File: config.mk
export PLATFORM = sky130hd
export DESIGN_NAME = spi_flash_slave
export DESIGN_NICKNAME = d
export VERILOG_FILES = /design/src/rtl/spi_flash_slave.sv
export SDC_FILE = /design/constraint.sdc
export NUM_CORES = 1
export LEC_CHECK = 0
export CAP_MARGIN = 40
export CORE_UTILIZATION = 40
export DETAILED_ROUTE_END_ITERATION = 7
export GPL_TIMING_DRIVEN = 0
export PLACE_DENSITY = 0.63
export SLEW_MARGIN = 20
export SYNTH_ARGS = -nofsm -noshare
export SYNTH_HDL_FRONTEND = slang
export SYNTH_SLANG_ARGS = --single-unit
File: constraint.sdc
create_clock -name clk -period 2.35 [get_ports clk]
set_input_delay 0.705 -clock clk [delete_from_list [all_inputs] [get_ports clk]]
set_output_delay 0.705 -clock clk [all_outputs]
set_load 0.05 [all_outputs]
File: src/rtl/spi_flash_slave.sv
// rtl/spi_flash_slave.sv - SPI-flash responder (mode 0, oversampled) with byte-wide memory port
// Optional fast read (0x0B) under SPI_FLASH_SLAVE_FAST_READ_EN.
module spi_flash_slave #(
    parameter logic [23:0] JEDEC_ID  = 24'hEF4018,
    parameter int          PAGE_BITS = 8
) (
    input  logic        clk,
    input  logic        rst_n,
    input  logic        i_spi_cs,
    input  logic        i_spi_dclk,
    input  logic        i_spi_mosi,
    output logic        o_spi_miso,
    output logic [23:0] o_mem_addr,
    output logic        o_mem_rd_req,
    input  logic [7:0]  i_mem_rd_data,
    output logic        o_mem_wr_en,
    output logic [7:0]  o_mem_wr_data,
    input  logic        i_busy,
    output logic        o_wel,
    output logic [7:0]  o_cmd,
    output logic        o_cmd_done
);

    typedef enum logic [2:0] {
        S_IDLE,
        S_OPCODE,
        S_ADDR,
        S_RD_DATA,
        S_WR_DATA,
        S_STATUS,
        S_ID,
        S_IGNORE
    } state_t;

    localparam logic [PAGE_BITS-1:0] PAGE_ONE = {{(PAGE_BITS-1){1'b0}}, 1'b1};

    state_t      state;
    state_t      state_nx;

    logic [1:0]  cs_sync;
    logic [1:0]  dclk_sync;
    logic [1:0]  mosi_sync;
    logic        cs_d;
    logic        dclk_d;
    logic        cs_s;
    logic        dclk_s;
    logic        mosi_s;
    logic        cs_fall;
    logic        cs_rise;
    logic        active;
    logic        rise;
    logic        fall;
    logic        byte_done;

    logic [2:0]  bit_cnt;
    logic [2:0]  byte_cnt;
    logic [6:0]  rx_sr;
    logic [7:0]  rx_byte;
    logic [7:0]  tx_sr;
    logic [7:0]  load_byte;
    logic [7:0]  rd_buf;
    logic        rd_pend;
    logic [1:0]  id_idx;
    logic        is_read;
    logic        fast;
    logic [2:0]  addr_last;
    logic        wr_allow;
    logic        wrote;
    logic        cmd_decoded;
    logic        dec_read;
    logic        dec_fast;

    // Synchronisers reset low on cs so a reset released mid-transaction
    // (cs already low) waits for a genuine cs fall before doing anything.
    always_ff @(posedge clk or negedge rst_n) begin
        if (!rst_n) begin
            cs_sync   <= 2'b00;
            dclk_sync <= 2'b00;
            mosi_sync <= 2'b00;
            cs_d      <= 1'b0;
            dclk_d    <= 1'b0;
        end else begin
            cs_sync   <= {cs_sync[0], i_spi_cs};
            dclk_sync <= {dclk_sync[0], i_spi_dclk};
            mosi_sync <= {mosi_sync[0], i_spi_mosi};
            cs_d      <= cs_sync[1];
            dclk_d    <= dclk_sync[1];
        end
    end

    assign cs_s      = cs_sync[1];
    assign dclk_s    = dclk_sync[1];
    assign mosi_s    = mosi_sync[1];
    assign cs_fall   = cs_d & ~cs_s;
    assign cs_rise   = ~cs_d & cs_s;
    assign active    = ~cs_s && (state != S_IDLE);
    assign rise      = active & dclk_s & ~dclk_d;
    assign fall      = active & ~dclk_s & dclk_d;
    assign byte_done = rise && (bit_cnt == 3'd7);
    assign rx_byte   = {rx_sr, mosi_s};
    assign addr_last = fast ? 3'd3 : 3'd2;

    always_comb begin
        dec_read = (rx_byte == 8'h03);
        dec_fast = 1'b0;
`ifdef SPI_FLASH_SLAVE_FAST_READ_EN
        if (rx_byte == 8'h0B) begin
            dec_read = 1'b1;
            dec_fast = 1'b1;
        end
`endif
    end

    always_ff @(posedge clk or negedge rst_n) begin
        if (!rst_n) state <= S_IDLE;
        else        state <= state_nx;
    end

    always_comb begin
        state_nx = state;
        if (cs_s) begin
            state_nx = S_IDLE;
        end else begin
            case (state)
                S_IDLE:   if (cs_fall) state_nx = S_OPCODE;
                S_OPCODE: if (byte_done) begin
                    if (dec_read || rx_byte == 8'h02) state_nx = S_ADDR;
                    else if (rx_byte == 8'h05)        state_nx = S_STATUS;
                    else if (rx_byte == 8'h9F)        state_nx = S_ID;
                    else                              state_nx = S_IGNORE;
                end
                S_ADDR:   if (byte_done && byte_cnt == addr_last)
                    state_nx = is_read ? S_RD_DATA : S_WR_DATA;
                default:  state_nx = state;
            endcase
        end
    end

    // Byte presented on the fall that follows each completed byte.
    always_comb begin
        load_byte = 8'hFF;
        case (state)
            S_STATUS:  load_byte = {6'b0, o_wel, i_busy};
            S_RD_DATA: load_byte = rd_buf;
            S_ID: begin
                case (id_idx)
                    2'd0:    load_byte = JEDEC_ID[23:16];
                    2'd1:    load_byte = JEDEC_ID[15:8];
                    2'd2:    load_byte = JEDEC_ID[7:0];
                    default: load_byte = 8'hFF;
                endcase
            end
            default:   load_byte = 8'hFF;
        endcase
    end

    always_ff @(posedge clk or negedge rst_n) begin
        if (!rst_n) begin
            o_spi_miso    <= 1'b1;
            o_mem_addr    <= '0;
            o_mem_rd_req  <= 1'b0;
            o_mem_wr_en   <= 1'b0;
            o_mem_wr_data <= '0;
            o_wel         <= 1'b0;
            o_cmd         <= '0;
            o_cmd_done    <= 1'b0;
            bit_cnt       <= '0;
            byte_cnt      <= '0;
            rx_sr         <= '0;
            tx_sr         <= 8'hFF;
            rd_buf        <= '0;
            rd_pend       <= 1'b0;
            id_idx        <= '0;
            is_read       <= 1'b0;
            fast          <= 1'b0;
            wr_allow      <= 1'b0;
            wrote         <= 1'b0;
            cmd_decoded   <= 1'b0;
        end else begin
            o_mem_rd_req <= 1'b0;
            o_mem_wr_en  <= 1'b0;
            o_cmd_done   <= 1'b0;
            rd_pend      <= o_mem_rd_req;
            if (rd_pend) rd_buf <= i_mem_rd_data;
            // Page wrap: only the low PAGE_BITS advance after a program write.
            if (o_mem_wr_en)
                o_mem_addr[PAGE_BITS-1:0] <= o_mem_addr[PAGE_BITS-1:0] + PAGE_ONE;

            if (cs_rise) begin
                o_cmd_done  <= cmd_decoded;
                cmd_decoded <= 1'b0;
                if (wrote) o_wel <= 1'b0;
                wrote       <= 1'b0;
                o_spi_miso  <= 1'b1;
            end else if (cs_fall) begin
                bit_cnt     <= '0;
                byte_cnt    <= '0;
                id_idx      <= '0;
                cmd_decoded <= 1'b0;
                wrote       <= 1'b0;
                tx_sr       <= 8'hFF;
                o_spi_miso  <= 1'b1;
            end else begin
                if (rise) begin
                    bit_cnt <= bit_cnt + 3'd1;
                    rx_sr   <= rx_byte[6:0];
                    if (bit_cnt == 3'd7 && byte_cnt != 3'd7) byte_cnt <= byte_cnt + 3'd1;
                    case (state)
                        S_OPCODE: if (bit_cnt == 3'd7) begin
                            o_cmd       <= rx_byte;
                            cmd_decoded <= 1'b1;
                            byte_cnt    <= '0;
                            is_read     <= dec_read;
                            fast        <= dec_fast;
                            wr_allow    <= o_wel;
                            if (rx_byte == 8'h06) o_wel <= 1'b1;
                            if (rx_byte == 8'h04) o_wel <= 1'b0;
                        end
                        S_ADDR: begin
                            if (byte_cnt < 3'd3) o_mem_addr <= {o_mem_addr[22:0], mosi_s};
                            if (bit_cnt == 3'd7 && byte_cnt == addr_last && is_read)
                                o_mem_rd_req <= 1'b1;
                        end
                        S_RD_DATA: if (bit_cnt == 3'd7) begin
                            o_mem_addr   <= o_mem_addr + 24'd1;
                            o_mem_rd_req <= 1'b1;
                        end
                        S_WR_DATA: if (bit_cnt == 3'd7 && wr_allow) begin
                            o_mem_wr_en   <= 1'b1;
                            o_mem_wr_data <= rx_byte;
                            wrote         <= 1'b1;
                        end
                        default: ;
                    endcase
                end
                if (fall) begin
                    if (bit_cnt == 3'd0) begin
                        o_spi_miso <= load_byte[7];
                        tx_sr      <= {load_byte[6:0], 1'b1};
                        if (state == S_ID && id_idx != 2'd3) id_idx <= id_idx + 2'd1;
                    end else begin
                        o_spi_miso <= tx_sr[7];
                        tx_sr      <= {tx_sr[6:0], 1'b1};
                    end
                end
            end
        end
    end

endmodule

==> out/qor.csv, run 1 <==
stage,metric,value,unit
setup_path,WP depth,1,
clock_tree,Inserted Clock Buffers,9,
setup_path,Setup crit start kind,flip-flop,
synthesis,Netlist cell types,72,
timing,Slew @ Worst Pin,0.770,ns
setup_path,slowest cell delay on critical path,0.82,ns
timing,setup violators final,0,
timing,Final min period,2.29,ns
setup_path,RR Startpoint,bit_cnt[0],
synthesis,async set-reset flop share out of synthesis,100,%
run,max cap viols,0,
timing,Tcrit/Tclk final,97.3,%
synthesis,Synth Instances,492,
placed_design,Area after DPL,5710,um2
routing,drt total wl,12.0,mm
power,sw frac,32.1,%
power,Leak,0.00273,uW
clock_tree,Max Buffers Root-to-Sink,2,
timing,Max transition margin,48.1,%
timing,RSZ-0062 raised after global routing,false,
global_route,total track usage,20.2,%
global_route,grt ovf,0,
setup_path,WP data arrival,1.58,ns
timing,Slew Limit Fails,0,
timing,Final Skew,0.00727,ns
floorplanning,FP Rows,40,
floorplanning,I/O Pins,59,
synthesis,synthesis-stage register bit count,91,
synthesis,post-synth top area share,42.3,%
setup_path,R2R depth,8,
routing,1st-iter DRT viols,226,
floorplanning,Chip Width,113,um
floorplanning,core area,12000,um2
power,internal power,2980,uW
clock_tree,CTS tree,yes,
run_status,outcome,"finished, final reports clean",
timing,fmax,0.437,GHz
floorplanning,Die H,113,um
synthesis,"top cells by count, synth","83 x dfrtp_1, 56 x nand2_1, 30 x o21ai_0, 27 x nor2_1, 25 x a21oi_1",
timing,Post-Route Setup TNS,0,ns
placed_design,placed cells,698,
global_route,largest net degree at the start of global routing,50,
setup_path,Crit. Startpoint,o_mem_addr[15],
power,Switch Pwr,1410,uW
synthesis,synthesized area per cell,9.98,um2
clock_tree,clk_lat worst skew,0.35,ns
setup_path,Setup crit end kind,output port,
routing,Via density,5.76,
routing,DRC errors left,0,
setup_path,WP data required,1.64,ns
global_route,initial antenna violation count,0,
clock_tree,H-tree depth,3,
placed_design,post-DP HPWL,8.62,mm
global_route,global-route wire length before repair,20.2,mm
setup_path,Reg-to-Reg End,o_mem_addr[15],
setup_path,"Cell Chain, Critical Path",clkdlybuf4s50_1,
power,cell area power density,720,nW/um2
cells_and_area,number of diodes,0,
cells_and_area,share of cells above drive strength 1,15.4,%
synthesis,Syn Std Cell Area,4910,um2
setup_path,CP max stage cell,clkdlybuf4s50_1,
cells_and_area,"final std cell area, no fill",6100,um2
synthesis,"Seq/Total Area, Yosys",46.6,%
cells_and_area,Post-Layout Cell Count,717,
synthesis,main flop type after synthesis,dfrtp_1,
routing,post-route ant nets,0,
setup_path,R2R Setup Slk,0.12,ns
setup_path,"delay-heaviest family, CP",buffers and inverters,
cells_and_area,Layout area overhead,24.2,%
placed_design,Port-buffer cells,58,
clock_tree,CTS root buffer,clkbuf_16,
routing,WL per Instance,16.7,um
synthesis,most common cell in the netlist,dfrtp_1,
power,logic gate share of total power,23.0,%
cells_and_area,Final Net Count,593,
routing,drt pass-1 iters,5,
synthesis,Post-Syn Nets,520,
floorplanning,starting density of the core,40.9,%
timing,Final Hold Fails,0,
power,clock power share,35.3,%
setup_path,worst-path fanout max,5,
placed_design,GPL Wtd Cong,0.845,
clock_tree,clock-pin slew on the worst setup and hold paths,0.07,ns
synthesis,Synth warnings,0,
power,sequential power share,41.6,%
floorplanning,die area,12700,um2
routing,vias,4131,
synthesis,"EDFF count, synth",0,
clock_tree,Clock Sinks,91,
synthesis,Synth area leader,dfrtp_1,
setup_path,CP endpoint,o_mem_addr[15],
setup_path,crit path kind,reg -> out,
global_route,vias in the first global route,4063,
power,worst vdd ir,0.507,mV
hold_path,min-delay worst type,in -> async,
setup_path,WP buf/inv,1,
synthesis,synth top area cells,"dfrtp_1 42%, mux2_2 4.6%, dfstp_2 4.3%, nand2_1 4.3%, ha_1 3.6%",
final cells by class:
type | instances | area (um2)
flip-flops and latches | 91 | 2290
clock inverters | 6 | 88.8
inverters | 17 | 63.8
fillers | 1118 | 5910
repair buffers | 62 | 633
multi-input cells | 357 | 2460
plain buffers | 27 | 149
well taps | 147 | 184
clock buffers | 10 | 229
worst min path at each step:
stage	endpoint	cells after the start
2_1_floorplan	cs_sync[1]	0
3_3_place_gp	dclk_sync[1]	0
3_5_place_dp	dclk_sync[1]	0
4_1_cts	o_mem_addr[4]	1
5_1_grt	o_mem_addr[4]	1
6_report	o_mem_addr[4]	1
registers in the layout, indices dropped and copies added (netlist names), 2 cells and up:
signal / cells
cs_sync: 2
id_idx: 2
dclk_sync: 2
o_mem_addr: 24
state: 3
byte_cnt: 3
o_mem_wr_data: 8
o_cmd: 8
tx_sr: 7
mosi_sync: 2
rx_sr: 7
bit_cnt: 3
rd_buf: 8
cell usage in the layout, fill, tap and decap left out, types with 4 or more instances in the layout:
cell and instances:
buf_6 4, mux2i_1 7, dfrtp_1 82, nor2_1 26
o31ai_1 4, nor3_1 9, o32ai_1 4, ha_1 13
nand3_1 14, clkbuf_16 9, nor3b_1 5, a32o_1 5
clkdlybuf4s50_1 37, nor4_1 4, and3_1 7, o41ai_1 4
dfstp_2 8, mux2_4 5, dlygate4sd2_1 13, o21ai_0 30
o22ai_1 16, inv_1 16, a22oi_1 5, a21oi_1 24
or3_1 4, clkbuf_1 11, nand2_1 56, nand4_1 12
nor2b_1 4, xor2_1 6, dlymetal6s2s_1 7, nand2b_1 8
buf_4 5, xnor2_1 6, mux2_2 20, a22o_1 4
buf_2 9
power groups by stage:
stage	registers [uW]	clock network, uW	logic, uW
after global routing	1850	1660	1120
after global placement	1850	0	954
after CTS	1830	1590	985
final	1830	1550	1010
after detailed placement	1860	0	974
after floorplan	1830	0	687
per-layer routing:
| metal | global-route usage (%) | wire [um] | up-vias |
|---|---|---|---|
| met2 | 31.6 | 5600 | 99 |
| met3 | 3.43 | 561 | 22 |
| met1 | 27.4 | 5560 | 2044 |
| met4 | 9.24 | 261 | 0 |
| li1 | - | - | 1966 |
| met5 | 0 | 0 | - |
through the flow:
| stage | hold WS [ns] | total power (uW) | utilization [%] | worst slack [ns] |
|---|---|---|---|---|
| floorplan | 0.331 | 2520 | - | 0.113 |
| global placement | 0.333 | 2800 | 47.3 | -2.81 |
| detailed placement | 0.336 | 2830 | 47.5 | -0.334 |
| CTS | 0.278 | 4400 | 50.2 | 0.00696 |
| global route | 0.298 | 4620 | 50.8 | 0.0142 |
| finish | 0.264 | 4390 | 50.8 | 0.0642 |
timing repair:
action / in CTS / in global routing
gates resized for setup: 17 / 17
setup endpoints to repair: 46 / 31
pin swaps: 2 / 1
setup buffers: 2 / 1
hold buffers: 0 / 0
worst register-to-register path, cell delays in order (launching register included):
cell and delay, ns:
dfrtp_1 0.39, ha_1 0.17, ha_1 0.23, and4b_1 0.22, buf_2 0.17, nand4_1 0.33, o41ai_1 0.43, nand3_1 0.12
o21ai_0 0.08
cells by family after synthesis:
family	count (synthesis)	share of synthesized area, %
DFF	91	46.6
AOI/OAI and AO/OA	126	17.1
muxes	32	7.54
xor gates and xnor gates	12	2.14
buffers and inverters	44	4.23
and+or+nand+nor	173	18.9
adders and majority gates	14	3.57
No activity file was read; power rests on OpenSTA's default activity.
==> run 2, diff against run 1 <==
--- a/config.mk
+++ b/config.mk
@@ -10,6 +10,7 @@
 export DETAILED_ROUTE_END_ITERATION = 7
 export GPL_TIMING_DRIVEN = 0
 export PLACE_DENSITY = 0.63
+export RECOVER_POWER = 50
 export SLEW_MARGIN = 20
 export SYNTH_ARGS = -nofsm -noshare
 export SYNTH_HDL_FRONTEND = slang
==> out/qor.csv, run 2 (same netlist as run 1, synthesis figures left out) <==
stage,metric,value,unit
timing,fmax,0.437,GHz
timing,RSZ-0062 raised after global routing,false,
floorplanning,Die H,113,um
setup_path,R2R depth,8,
timing,Slew @ Worst Pin,1.05,ns
timing,Slew Limit Fails,0,
routing,1st-iter DRT viols,226,
cells_and_area,number of diodes,0,
timing,Final Hold Fails,0,
cells_and_area,share of cells above drive strength 1,15.3,%
placed_design,pre-CTS setup slack,-0.334,ns
global_route,initial antenna violation count,0,
floorplanning,core area,12000,um2
global_route,grt ovf,0,
routing,drt pass-1 iters,5,
routing,vias,4158,
hold_path,Worst Min Path Start,mosi_sync[0],
cells_and_area,Post-Layout Cell Count,717,
setup_path,"delay-heaviest family, CP",buffers and inverters,
clock_tree,clock-pin slew on the worst setup and hold paths,0.07,ns
setup_path,WP buf/inv,1,
clock_tree,CTS root buffer,clkbuf_16,
setup_path,WP data arrival,1.58,ns
floorplanning,Chip Width,113,um
routing,Via density,5.80,
setup_path,RR Startpoint,bit_cnt[0],
setup_path,Setup crit end kind,output port,
routing,drt total wl,12.0,mm
placed_design,placed cells,698,
cells_and_area,"leading cell type in the layout, fill and taps excluded",dfrtp_1,
setup_path,crit path kind,reg -> out,
power,cell area power density,723,nW/um2
floorplanning,FP Rows,40,
hold_path,hold endpoint,mosi_sync[1],
cells_and_area,max reg flops,24,
cells_and_area,Final Net Count,593,
power,"Power, Total",4390,uW
timing,worst hold slack,0.345,ns
hold_path,Worst Hold Path Cells,0,
global_route,global-route wire length before repair,20.2,mm
setup_path,Setup crit start kind,flip-flop,
power,Leak,0.00272,uW
setup_path,CP max stage cell,clkdlybuf4s50_1,
placed_design,post-DP HPWL,8.62,mm
clock_tree,clk_lat worst skew,0.35,ns
setup_path,"Cell Chain, Critical Path",clkdlybuf4s50_1,
timing,Final min period,2.29,ns
placed_design,GPL Wtd Cong,0.845,
setup_path,WP data required,1.64,ns
timing,setup violators final,0,
routing,WL per Instance,16.7,um
hold_path,min-delay worst type,reg -> reg,
timing,Tcrit/Tclk final,97.3,%
floorplanning,die area,12700,um2
setup_path,slowest cell delay on critical path,0.82,ns
timing,Max transition margin,30.0,%
placed_design,Port-buffer cells,58,
setup_path,R2R Setup Slk,0.13,ns
clock_tree,H-tree depth,3,
cells_and_area,final core occ,50.6,%
clock_tree,CTS tree,yes,
clock_tree,Inserted Clock Buffers,9,
clock_tree,Max Buffers Root-to-Sink,2,
run,max cap viols,0,
power,worst vdd ir,0.507,mV
routing,DRC errors left,0,
cells_and_area,most frequent cells in the layout,"82 x dfrtp_1, 56 x nand2_1, 34 x clkdlybuf4s50_1",
setup_path,Reg-to-Reg End,o_mem_addr[15],
clock_tree,CTS hold repair buffers,0,
routing,post-route ant nets,0,
global_route,largest net degree at the start of global routing,50,
floorplanning,starting density of the core,40.9,%
setup_path,worst-path fanout max,5,
global_route,vias in the first global route,4063,
cells_and_area,Largest Register,o_mem_addr,
global_route,total track usage,20.2,%
timing,Final Skew,0.00734,ns
clock_tree,Clock Sinks,91,
run_status,outcome,"finished, final reports clean",
cells_and_area,Layout area overhead,23.6,%
timing,slack of the critical path,0.0637,ns
floorplanning,I/O Pins,59,
## run 2: metal layers
layer	GRT usage, %	wire, um	up-vias
met5	0	0	-
met4	9.24	263	0
met3	3.43	544	24
met2	31.6	5590	131
met1	27.4	5610	2037
li1	-	-	1966
## run 2: final cells by class
type                            count  area, um2
Clock inverter                      6       88.8
Buffer                             27        148
Tap cell                          147        184
Multi-Input combinational cell    357       2460
Sequential cell                    91       2290
Inverter                           17       63.8
Clock buffer                       10        229
Timing Repair Buffer               62        607
Fill cell                        1122       5940
## run 2: repair_timing
item,in CTS,in global routing
pin swaps,2,1
gates resized for setup,17,17
endpoints found under the hold margin,0,0
setup endpoints to repair,46,31
buffers inserted,2,1
## run 2: worst max path at each step
stage | depth (start not counted) | start | slack (ns) | to
2_1_floorplan | 7 | cs_sync[1] | 0.11 | o_cmd[2]
3_3_place_gp | 1 | rst_n | -2.81 | o_mem_wr_data[7]
3_5_place_dp | 6 | cs_sync[1] | -0.33 | o_mem_addr[22]
4_1_cts | 1 | o_mem_addr[10] | 0.007 | o_mem_addr[10]
5_1_grt | 1 | o_mem_addr[23] | 0.01 | o_mem_addr[23]
6_report | 1 | o_mem_addr[15] | 0.06 | o_mem_addr[15]
## run 2: through the flow
| step | cell area [um2] | setup TNS [ns] |
|---|---|---|
| after floorplan | 4910 | 0 |
| after global placement | 5680 | -251.27 |
| after detailed placement | 5710 | -5.57 |
| after CTS | 6030 | 0 |
| after global routing | 6070 | 0 |
| final | 6070 | 0 |
## run 2: power breakdown
| group | switching [uW] | internal (uW) |
|---|---|---|
| registers | 136 | 1690 |
| clock network | 621 | 934 |
| logic | 660 | 348 |
| total | 1420 | 2980 |
